--- src/rtl/csa_accumulator.sv ---
// csa_accumulator: sums NUM_OPS 16-bit operands per burst through a square-root
// carry-select adder, counts adder carry-outs and hands the result over a
// valid/ready port.
// Optional build macro: CSA_ACC_SAT_EN -- a carry-out pins the accumulator at
// 16'hFFFF for the rest of the burst instead of wrapping.
// The adder submodule csa is kept in this file so the block is self-contained.

// 16-bit square-root carry-select adder, blocks of 2,2,3,4,5 bits.
module csa (
  input  logic [15:0] a,
  input  logic [15:0] b,
  input  logic        carry_in,
  output logic [15:0] sum,
  output logic        carry_out
);

  localparam int unsigned NumBlk = 5;

  function automatic int unsigned blk_lo(input int unsigned k);
    case (k)
      0:       return 0;
      1:       return 2;
      2:       return 4;
      3:       return 7;
      default: return 11;
    endcase
  endfunction

  function automatic int unsigned blk_hi(input int unsigned k);
    case (k)
      0:       return 1;
      1:       return 3;
      2:       return 6;
      3:       return 10;
      default: return 15;
    endcase
  endfunction

  logic [15:0] s0, s1;
  logic        r0, r1, c;

  // Each block precomputes both carry-in cases; the incoming carry only selects.
  always_comb begin
    sum = '0;
    s0  = '0;
    s1  = '0;
    r0  = 1'b0;
    r1  = 1'b1;
    c   = carry_in;
    for (int unsigned k = 0; k < NumBlk; k++) begin
      r0 = 1'b0;
      r1 = 1'b1;
      for (int unsigned i = 0; i < 16; i++) begin
        if (i >= blk_lo(k) && i <= blk_hi(k)) begin
          s0[i] = a[i] ^ b[i] ^ r0;
          r0    = (a[i] & b[i]) | (r0 & (a[i] ^ b[i]));
          s1[i] = a[i] ^ b[i] ^ r1;
          r1    = (a[i] & b[i]) | (r1 & (a[i] ^ b[i]));
        end
      end
      for (int unsigned i = 0; i < 16; i++) begin
        if (i >= blk_lo(k) && i <= blk_hi(k)) begin
          sum[i] = c ? s1[i] : s0[i];
        end
      end
      c = c ? r1 : r0;
    end
    carry_out = c;
  end

endmodule

module csa_accumulator #(
  parameter int unsigned NUM_OPS = 4,
  parameter int unsigned CNT_W   = 8
) (
  input  logic             clk,
  input  logic             rst,
  input  logic             in_valid,
  output logic             in_ready,
  input  logic [15:0]      in_data,
  output logic             out_valid,
  input  logic             out_ready,
  output logic [15:0]      out_sum,
  output logic [CNT_W-1:0] out_carries,
  output logic             out_ovf
);

  typedef enum logic [1:0] {StIdle, StAcc, StDone} state_e;

  localparam logic [CNT_W-1:0] LastCnt = CNT_W'(NUM_OPS - 1);

  state_e           state;
  logic [15:0]      acc;
  logic [15:0]      acc_next;
  logic [CNT_W-1:0] op_cnt;
  logic [CNT_W-1:0] carry_cnt;
  logic [CNT_W-1:0] carry_cnt_inc;
  logic             ovf;
  logic             ready_q;
  logic [15:0]      add_a;
  logic [15:0]      add_sum;
  logic             add_co;
  logic             accept;

  // First add of a burst starts from zero so a stale acc never leaks in.
  assign add_a = (state == StIdle) ? 16'h0000 : acc;

  csa u_csa (
    .a         (add_a),
    .b         (in_data),
    .carry_in  (1'b0),
    .sum       (add_sum),
    .carry_out (add_co)
  );

  // ready_q is the registered state decode; rst gates it so nothing is taken in reset.
  assign in_ready      = ready_q & ~rst;
  assign accept        = in_valid & in_ready;
  assign carry_cnt_inc = (carry_cnt == '1) ? carry_cnt : carry_cnt + 1'b1;

  assign out_sum     = acc;
  assign out_carries = carry_cnt;
  assign out_ovf     = ovf;

`ifdef CSA_ACC_SAT_EN
  logic sat;

  // Once any add has carried, the burst result is pinned at full scale.
  always_comb begin
    acc_next = add_sum;
    if (sat || add_co) begin
      acc_next = 16'hFFFF;
    end
  end
`else
  assign acc_next = add_sum;
`endif

  // Burst FSM plus datapath registers; all outputs come from flops.
  always_ff @(posedge clk) begin
    if (rst) begin
      state     <= StIdle;
      acc       <= 16'h0000;
      op_cnt    <= '0;
      carry_cnt <= '0;
      ovf       <= 1'b0;
      out_valid <= 1'b0;
      ready_q   <= 1'b1;
`ifdef CSA_ACC_SAT_EN
      sat       <= 1'b0;
`endif
    end else begin
      unique case (state)
        StIdle: begin
          if (accept) begin
            acc       <= add_sum;
            op_cnt    <= CNT_W'(1);
            carry_cnt <= '0;
            ovf       <= 1'b0;
`ifdef CSA_ACC_SAT_EN
            sat       <= 1'b0;
`endif
            state     <= StAcc;
          end
        end
        StAcc: begin
          if (accept) begin
            acc    <= acc_next;
            op_cnt <= op_cnt + 1'b1;
            if (add_co) begin
              carry_cnt <= carry_cnt_inc;
              ovf       <= 1'b1;
`ifdef CSA_ACC_SAT_EN
              sat       <= 1'b1;
`endif
            end
            if (op_cnt == LastCnt) begin
              state     <= StDone;
              out_valid <= 1'b1;
              ready_q   <= 1'b0;
            end
          end
        end
        StDone: begin
          if (out_ready) begin
            state     <= StIdle;
            out_valid <= 1'b0;
            ready_q   <= 1'b1;
`ifdef CSA_ACC_SAT_EN
            sat       <= 1'b0;
`endif
          end
        end
        default: begin
          state     <= StIdle;
          out_valid <= 1'b0;
          ready_q   <= 1'b1;
        end
      endcase
    end
  end

endmodule

--- config.mk ---
export PLATFORM = sky130hd
export DESIGN_NAME = csa_accumulator
export DESIGN_NICKNAME = d
export VERILOG_FILES = /design/src/rtl/csa_accumulator.sv
export SDC_FILE = /design/constraint.sdc
export NUM_CORES = 1
export LEC_CHECK = 0
export BUFFER_PORTS_ARGS = -buffer_cell sky130_fd_sc_hd__buf_4
export CORE_UTILIZATION = 50
export CTS_BUF_LIST = sky130_fd_sc_hd__clkbuf_8
export CTS_CLUSTER_SIZE = 8
export DETAILED_ROUTE_END_ITERATION = 6
export HOLD_SLACK_MARGIN = 0.12
export PLACE_DENSITY = 0.74
export SETUP_SLACK_MARGIN = 0.05
export SYNTH_ARGS = -nofsm -noshare
export SYNTH_HDL_FRONTEND = slang
export SYNTH_HIERARCHICAL = 1
export SYNTH_SLANG_ARGS = --single-unit
--- constraint.sdc ---
create_clock -name clk -period 11.38 [get_ports clk]
set_input_delay 0.569 -clock clk [delete_from_list [all_inputs] [get_ports clk]]
set_output_delay 0.569 -clock clk [all_outputs]
set_load 0.005 [all_outputs]
==> results.cfg <==
[cells_and_area]
stdcell_count = 372
final_common_cell = nand2_1
drive_above_1_share = 0.184
finalNetCount = 363
syn_to_final_growth_pct = 19.8
post-route-util = 0.625
final_cell_area_mm2 = 0.00272
diodes = 0
mostFrequentLayoutCells = nand2_1, buf_4, dfxtp_1

[timing]
finalCritPeriodShare = 0.639
clock.fmax_ghz = 0.138
setup_tns_ps = 0
final_max_slew_viol_count = 0
setup_viol = 0
min_period_ps = 7270
hold_ws_ps = 464
slew_headroom = 0.171
hold_viol_final = 0
worst_pin_slew_ps = 1230
finalClockSkew_ps = 10.0
rsz0062_at_grt = false
fin_ws_ps = 4110

[floorplan]
core_mm2 = 0.00435
std_cell_rows = 24
die_y_um = 69.4
die-area_mm2 = 0.00482
pin_count = 47
die_w_um = 69.4
initial_core_util = 0.522

[worst_setup_path]
cpPeakStageDelay_ps = 710
crit_type = reg2reg
rr_worst_depth = 30
slowest_stage = dfxtp_1
r2r_start = state[0]
r2r_setup_slack_ps = 4110
path_max_fanout = 19
start_kind = register
regToRegEndpoint = out_carries[2]
critical_path_buf_inv_count = 6
crit_path_frequent_cell = fa_1
worstPathArrival_ps = 7440
required_ps = 11560
cp-end-kind = register
crit_family = adder cells

[route]
drc_errors = 0
num_vias = 1895
wirelength_mm = 4.60
first_pass_iters = 4
wire_per_inst_um = 12.4
drt_iter0_drc = 75
ant_nets = 0
drt-vias-per-instance = 5.09

[synthesis]
netlist.area_leader.share = 0.326
synth_area_leaders = dfxtp_1, fa_1, nand2_1, ha_1, a21oi_1
syn_inst = 278
avgSynthCellArea_um2 = 8.17
yosys.area.top_type = dfxtp_1
synthAdderAreaFrac = 0.163
synthArstFlopShare = 0
yosysWarnings = 6
syn-cell-area_mm2 = 0.00227
synthMuxAreaShare = 0.0176
seq_area_frac_synth = 0.326
synth_xor_area_frac = 0.0386
synth_top_family_by_area = simple AND/OR/NAND/NOR gates
yosys.area_share.simple = 0.250
synth_enable_flop_cells = 0
synthFlopType = dfxtp_1
ys_seq_elements = 37
synth-compound-area-share = 0.122
synth_cell_types = 38

[clocking]
hold_buffers = 0
cts_setup_buffers = 0
cts_buffer_depth = 2
cts_tree = built
cts_buffers = 5
clkLatencyLatePin_ps = 290
htree_levels = 2
cts.repair.resized = 0
cts_sinks = 37
clockRootBuffer = clkbuf_8
clk_pin_slew_ps = 70

[global_route]
grt_pass1_wl_mm = 8.05
grtUsageTotal = 0.207
grt.met3_usage = 0.0480
grt_pass1_vias = 1790
met1_usage = 0.268
grt-ovfl-total = 0
grt_max_degree = 34
grt.busiest_layer = met2
grtUsageMet2 = 0.337
antenna_found_initial = 0

[placement]
place_area_mm2 = 0.00264
place.gp.congestion = 0.827
port_buffers = 46
dpl.hpwl_mm = 3.34
post-place-ws_ps = 4100
placed_cells = 365

[min_path]
min_path_cells = 2
hp-class = reg2reg
min_to = out_valid
min_from = out_valid

[power_and_ir_drop]
ir_drop_mv = 0.0665
p_leak_nw = 1.16
power.density_mw_per_mm2 = 99.0
total_power_uw = 269

[status]
status = finished, final reports clean

[flow_run]
drv_cap = 0
-- metal layers --
layer  wire (um)  up-vias
met2        2180       32
met3         163        7
li1            -      981
met1        2200      875
met5           0        -
met4          61        0
-- layout make-up --
| type | count | area (um2) |
|---|---|---|
| timing repair buffer | 48 | 360 |
| clock buffer | 6 | 82.6 |
| tap | 52 | 65.1 |
| multi-input combinational | 197 | 1350 |
| sequential | 37 | 741 |
| fill | 389 | 1630 |
| clock inverter | 1 | 3.75 |
| inverter | 31 | 116 |
-- worst max path at each step --
| stage | from | end | slack, ps | cells past startpoint |
|---|---|---|---|---|
| 4_1_cts | state[0] | out_carries[2] | 4110 | 30 |
| 5_1_grt | state[0] | out_carries[2] | 3560 | 30 |
| 3_5_place_dp | state[0] | out_carries[2] | 4100 | 30 |
| 6_report | state[0] | out_carries[2] | 4110 | 30 |
| 3_3_place_gp | state[0] | out_carries[2] | 4400 | 30 |
| 2_1_floorplan | state[0] | out_carries[6] | 5270 | 31 |
-- cells in the mapped netlist, drive strengths merged (2+ instances only) --
cell / instances
clkbuf: 7
inv: 31
ha: 12
dfxtp: 37
mux2i: 4
buf: 8
nand2b: 4
nor3: 2
nand4: 5
fa: 11
nor2b: 17
nand2: 49
and3: 3
a21oi: 27
a211oi: 4
xor2: 5
nor2: 14
a2111oi: 2
nand3: 5
xnor2: 5
o21ai: 8
or3: 5
-- power breakdown --
part / internal, mW / total, mW / switching, mW
combinational: 0.0196 / 0.0405 / 0.0209
sequential: 0.133 / 0.137 / 0.00406
clock: 0.0472 / 0.0914 / 0.0443
-- worst reg2reg max path, delay by kind of cell, from the launching register on --
family,cells,cell delay (ps)
flops,1,710
mux,1,160
simple gates,4,460
buf+inv,6,510
fa+ha+maj,12,3920
compound gates,7,1420
-- registers in the layout (all words and copies together), names as in the netlist --
signal	count
out_sum	16
op_cnt	8
out_carries	8
state	2
out_ovf	1
out_valid	1
ready_q	1
-- cell families after synthesis --
logic type                 Yosys count
and+or+nand+nor                    111
AOI/OAI and AO/OA                   46
buffers and inverters               46
DFF                                 37
adders and majority gates           23
xor gates and xnor gates            10
muxes                                4
other                                1
(Power assumes the default switching activity.)
